[src/rtl/mdu_pkg.sv]
// mdu_pkg: shared funct codes, FSM states and constants for the EX multiply/divide unit
package mdu_pkg;
  localparam logic [5:0] F_MFHI  = 6'h10;
  localparam logic [5:0] F_MTHI  = 6'h11;
  localparam logic [5:0] F_MFLO  = 6'h12;
  localparam logic [5:0] F_MTLO  = 6'h13;
  localparam logic [5:0] F_MULT  = 6'h18;
  localparam logic [5:0] F_MULTU = 6'h19;
  localparam logic [5:0] F_DIV   = 6'h1A;
  localparam logic [5:0] F_DIVU  = 6'h1B;
  localparam logic [31:0] DIV0_LO = 32'hFFFFFFFF;
  typedef enum logic [1:0] {IDLE, RUN, FIX} state_t;
endpackage

[src/rtl/muldiv_iter_core.sv]
// muldiv_iter_core: 64-bit shift-add multiply / restoring divide datapath, one step per cycle
module muldiv_iter_core #(
  parameter int ITER = 32
) (
  input  logic        clk,
  input  logic        rst,
  input  logic        start,
  input  logic        step,
  input  logic        mode_div,
  input  logic [31:0] a,
  input  logic [31:0] b,
  output logic [63:0] acc,
  output logic        last
);
  localparam int CW = $clog2(ITER + 1);
  logic [63:0] acc_q, acc_d;
  logic [31:0] opnd_q, opnd_d;
  logic [CW-1:0] cnt_q, cnt_d;
  logic [32:0] sum;
  logic [33:0] diff;
  // mul keeps {partial product, multiplier}; div keeps {remainder, dividend/quotient}
  always_comb begin
    sum = {1'b0, acc_q[63:32]} + (acc_q[0] ? {1'b0, opnd_q} : 33'd0);
    diff = {1'b0, acc_q[63:31]} - {2'b0, opnd_q};
    acc_d = start ? {32'd0, a} : !step ? acc_q : !mode_div ? {sum, acc_q[31:1]} :
            diff[33] ? {acc_q[62:0], 1'b0} : {diff[31:0], acc_q[30:0], 1'b1};
    opnd_d = start ? b : opnd_q;
    cnt_d = start ? CW'(ITER - 1) : (step && cnt_q != '0) ? cnt_q - 1'b1 : cnt_q;
  end
  // datapath registers
  always_ff @(posedge clk) begin
    if (rst) begin
      acc_q <= '0;
      opnd_q <= '0;
      cnt_q <= '0;
    end else begin
      acc_q <= acc_d;
      opnd_q <= opnd_d;
      cnt_q <= cnt_d;
    end
  end
  assign acc = acc_q;
  assign last = cnt_q == '0;
endmodule

[src/rtl/ex_muldiv.sv]
// ex_muldiv: EX-stage iterative multiply/divide unit owning HI/LO and driving stall
module ex_muldiv
  import mdu_pkg::*;
#(
  parameter int ITER = 32
) (
  input  logic        clk,
  input  logic        rst,
  input  logic        valid_in,
  input  logic [5:0]  funct_in,
  input  logic [31:0] rs_val,
  input  logic [31:0] rt_val,
  input  logic        flush,
  output logic        stall,
  output logic        busy,
  output logic [31:0] result,
  output logic [31:0] hi,
  output logic [31:0] lo
);
  state_t state_q, state_d;
  logic [31:0] hi_q, hi_d, lo_q, lo_d, rs_q, rs_d;
  logic div_q, div_d, qneg_q, qneg_d, rneg_q, rneg_d, div0_q, div0_d;
  logic acc_en, is_md, sgn, last;
  logic [31:0] ma, mb;
  logic [63:0] acc, prod;
  assign acc_en = state_q == IDLE && valid_in && !flush;
  assign is_md = funct_in[5:2] == 4'b0110;
  assign sgn = !funct_in[0];
  assign ma = (sgn && rs_val[31]) ? -rs_val : rs_val;
  assign mb = (sgn && rt_val[31]) ? -rt_val : rt_val;
  assign prod = qneg_q ? -acc : acc;
  muldiv_iter_core #(.ITER(ITER)) u_core (
    .clk(clk), .rst(rst), .start(acc_en && is_md), .step(state_q == RUN),
    .mode_div(div_q), .a(ma), .b(mb), .acc(acc), .last(last)
  );
  // acceptance, iteration sequencing and the sign-corrected HI/LO write in FIX
  always_comb begin
    state_d = state_q;
    hi_d = hi_q;
    lo_d = lo_q;
    rs_d = rs_q;
    div_d = div_q;
    qneg_d = qneg_q;
    rneg_d = rneg_q;
    div0_d = div0_q;
    if (acc_en && is_md) begin
      state_d = RUN;
      rs_d = rs_val;
      div_d = funct_in[1];
      qneg_d = sgn && (rs_val[31] ^ rt_val[31]);
      rneg_d = sgn && rs_val[31];
      div0_d = rt_val == '0;
    end
    if (acc_en && funct_in == F_MTHI) hi_d = rs_val;
    if (acc_en && funct_in == F_MTLO) lo_d = rs_val;
    if (state_q == RUN && last) state_d = FIX;
    if (state_q == FIX) begin
      state_d = IDLE;
      if (!div_q) {hi_d, lo_d} = prod;
      else begin
        lo_d = div0_q ? DIV0_LO : qneg_q ? -acc[31:0] : acc[31:0];
        hi_d = div0_q ? rs_q : rneg_q ? -acc[63:32] : acc[63:32];
      end
    end
  end
  // FSM and architectural HI/LO registers
  always_ff @(posedge clk) begin
    if (rst) begin
      state_q <= IDLE;
      hi_q <= '0;
      lo_q <= '0;
      rs_q <= '0;
      div_q <= 1'b0;
      qneg_q <= 1'b0;
      rneg_q <= 1'b0;
      div0_q <= 1'b0;
    end else begin
      state_q <= state_d;
      hi_q <= hi_d;
      lo_q <= lo_d;
      rs_q <= rs_d;
      div_q <= div_d;
      qneg_q <= qneg_d;
      rneg_q <= rneg_d;
      div0_q <= div0_d;
    end
  end
  assign busy = state_q != IDLE;
  assign stall = valid_in && !flush && busy;
  assign result = !acc_en ? 32'd0 : funct_in == F_MFHI ? hi_q : funct_in == F_MFLO ? lo_q : 32'd0;
  assign hi = hi_q;
  assign lo = lo_q;
endmodule

[config.mk]
export PLATFORM = sky130hd
export DESIGN_NAME = ex_muldiv
export DESIGN_NICKNAME = d
export VERILOG_FILES = /design/src/rtl/mdu_pkg.sv /design/src/rtl/muldiv_iter_core.sv /design/src/rtl/ex_muldiv.sv
export SDC_FILE = /design/constraint.sdc
export NUM_CORES = 1
export LEC_CHECK = 0
export BUFFER_PORTS_ARGS = -buffer_cell sky130_fd_sc_hd__buf_2
export CELL_PAD_IN_SITES_DETAIL_PLACEMENT = 1
export CELL_PAD_IN_SITES_GLOBAL_PLACEMENT = 2
export CORE_MARGIN = 1
export CORE_UTILIZATION = 35
export CTS_CLUSTER_SIZE = 12
export DETAILED_ROUTE_END_ITERATION = 10
export GPL_ROUTABILITY_DRIVEN = 0
export PLACE_DENSITY_LB_ADDON = 0.1
export SYNTH_ARGS = -nofsm -noshare
export SYNTH_HDL_FRONTEND = slang
export SYNTH_SLANG_ARGS = --single-unit
[constraint.sdc]
create_clock -name clk -period 4.4 [get_ports clk]
set_input_delay 0.88 -clock clk [delete_from_list [all_inputs] [get_ports clk]]
set_output_delay 0.88 -clock clk [all_outputs]
set_load 0.01 [all_outputs]
==> metrics.md <==
| Metric | Value |
|---|---|
| Top-area cell type share of the netlist area | `24.9%` |
| IO Pins | `172` |
| CP endpoint kind | `primary output` |
| Final Hold Viols | `0` |
| Worst clock skew | `14.0 ps` |
| Most frequent cell after synthesis | `nand2_1` |
| P per Cell Area | `256 mW/mm2` |
| DIE WIDTH | `218 um` |
| Fin crit period | `4250 ps` |
| Htree depth | `1` |
| Setup Fix Bufs, Post-CTS | `0` |
| Max Clk Rate | `235 MHz` |
| Final hold slack | `456 ps` |
| Vias | `17400` |
| Clk_lat worst skew | `580 ps` |
| Final period utilization | `96.7%` |
| Area growth from synthesis to layout | `14.0%` |
| Worst R2R Start | `u_core.acc[0]` |
| Worst slew pin tran | `1090 ps` |
| Dpl hpwl | `54.7 mm` |
| Final core utilization | `40.8%` |
| Setup tns final | `0 ps` |
| Number of global-route vias before repair | `17400` |
| First-pass GRT wire length | `109 mm` |
| Yosys cell types | `63` |
| Largest net degree at the start of global routing | `89` |
| Endpoints failing setup | `0` |
| Vias per std cell | `5.93` |
| Clock buffer count from CTS | `28` |
| Dpl cells | `2892` |
| Cell Area, Synth | `0.0164 mm2` |
| Synthesized area per cell | `7.30 um2` |
| Worst Path Arrival | `3370 ps` |
| IO buf count | `171` |
| DIE AREA | `0.0477 mm2` |
| CP Launch Type | `flip-flop` |
| Area contributors post-synth | `dfxtp_1 (25%), mux2i_1 (7.5%), nand2_1 (6.2%)` |
| Rows | `78` |
| Register area | `0.00409 mm2` |
| Final ANT Viol Nets | `0` |
| Worst slew margin | `27.1%` |
| Wire per inst | `24.7 um` |
| WL final | `72.5 mm` |
| Worst EP required | `3520 ps` |
| Slew Limit Fails | `0` |
| NumNets Final | `2467` |
| Initial antenna violation count | `2` |
| CTS Buffer Depth | `3` |
| Post-synthesis sequential area ratio | `24.9%` |
| Area of the multi-input gates | `0.0114 mm2` |
| Fill count | `5717` |
| PostCTS Resize Cnt | `0` |
| Initial DRC Count | `969` |
| Run status | `finished clean` |
| DRC | `0` |
| Root buffer cell | `clkbuf_16` |
| Grt ovf | `0` |
| Clock transition at the registers of the reported paths | `60 ps` |
| Initial Utilization | `35.8%` |
| Post-synthesis register bit count | `204` |
| Syn Inst Count | `2247` |
| Largest area contributor in the netlist | `dfxtp_1` |
| Yosys Warn Count | `0` |
| Post-synth top flop | `dfxtp_1` |
| Share of layout cells above drive strength 1 | `12.9%` |
| Layout Cells excl Fill | `2939` |
| Post-CTS Hold Buffers | `0` |
| N_diodes | `0` |
| Chip height | `218 um` |
| CP Max Fanout | `32` |
| Core area | `0.0458 mm2` |
| All-layer global routing usage | `29.8%` |
| CTS tree | `built` |
| Most common library cells after synthesis | `nand2_1 (270), nor2_1 (238), dfxtp_1 (204)` |
| Crit path from | `state_q[0]` |
| RSZ-0062 raised after global routing | `no` |
| Worst setup path class | `flip-flop to primary output` |
| Number of flops mapped to enable cells by yosys | `0` |
| Leak Pwr | `7.75 nW` |
| Max-Cap Viols | `0` |
| VDD IR-drop max | `0.259 mV` |
| Placed cell areas | `0.0178 mm2` |
| Mapped Nets | `2392` |
| Final Cell Area | `0.0187 mm2` |
| Hold Path Class | `flip-flop to flip-flop` |
| Pre-antenna DRT Iters | `5` |
| CTS sink count | `204` |
| Post-synth ARST share | `0%` |
| Hold Startpoint | `rs_q[8]` |
## state kept, by name, indices dropped and copies added, names as in the netlist
signal	cells
u_core.acc	64
hi	32
lo	32
rs_q	32
u_core.opnd_q	32
u_core.cnt_q	6
state_q	2
div0_q	1
div_q	1
qneg_q	1
rneg_q	1
## power breakdown
group | total [mW] | internal, mW | switching [mW]
clock | 2.27 | 1.32 | 0.944
sequential | 1.89 | 1.86 | 0.0230
combinational | 0.640 | 0.211 | 0.429
## worst paths after layout
kind	endpoint	slack [ps]	cells past startpoint
worst min-delay path	rs_q[8]	460	2
worst max register to register	hi[26]	690	12
worst min register to register	rs_q[8]	460	2
worst max-delay path	result[20]	150	6
## placed cells by master, fill, tap and decap left out, types with 9 or more instances in the layout
master,instances
a21o_1,32
nor2b_1,11
o31ai_1,37
or2_2,9
nand4_1,15
o21ai_0,140
nor2_1,238
or3_1,25
nand3_1,29
inv_1,60
nor3_1,57
a311oi_1,13
nand2_1,270
a221oi_1,26
o21a_1,9
ha_1,69
clkbuf_16,28
a22oi_1,11
a21oi_1,199
o22ai_1,14
a211oi_1,65
and3_1,20
xnor2_1,97
dfxtp_1,202
o211ai_1,24
or4_1,16
nor4_1,16
a31oi_1,21
buf_4,55
mux2i_1,123
o221ai_1,9
nand2b_1,18
o21bai_1,11
xor2_1,90
buf_2,170
o41ai_1,16
## kinds of logic (layout without fill, tap and decap cells)
group	count (synthesis)	after routing	synth area share, %
compound gates	660	660	25.5
xor+xnor	187	187	9.99
fa+ha+maj	71	71	5.51
buf+inv	244	336	5.64
flops	204	204	24.9
mux	126	126	7.71
simple gates	755	755	20.8
## layout make-up
class | count | share of cell area, %
clock buffer | 36 | 4.07
multi-input combinational | 1799 | 61.1
inverter | 61 | 1.22
tap | 600 | 4.02
sequential | 204 | 21.9
timing repair buffer | 228 | 7.03
clock inverter | 11 | 0.642
## per-layer routing
| layer | vias to the layer above | wire length (um) | GRT usage, % |
|---|---|---|---|
| li1 | 8200 | - | - |
| met1 | 8672 | 32000 | 38.1 |
| met2 | 435 | 35300 | 52.4 |
| met3 | 108 | 2980 | 2.83 |
| met4 | 0 | 2220 | 8.81 |
| met5 | - | 0 | 0 |
## per-stage QoR
stage,worst slack (ps),power [mW]
2_1_floorplan,1090,2.29
3_3_place_gp,638,2.56
3_5_place_dp,470,2.56
4_1_cts,75.2,4.83
5_1_grt,62.4,4.94
6_report,145,4.79
## worst max-delay path: stages, from the launching register on
cell     delay, ps
dfxtp_1        350
or2_2          370
nor3b_1        570
nand2_1        310
or3_2          790
nor2_1         230
buf_2          150
Note: power is estimated with default switching activity, not from simulation.
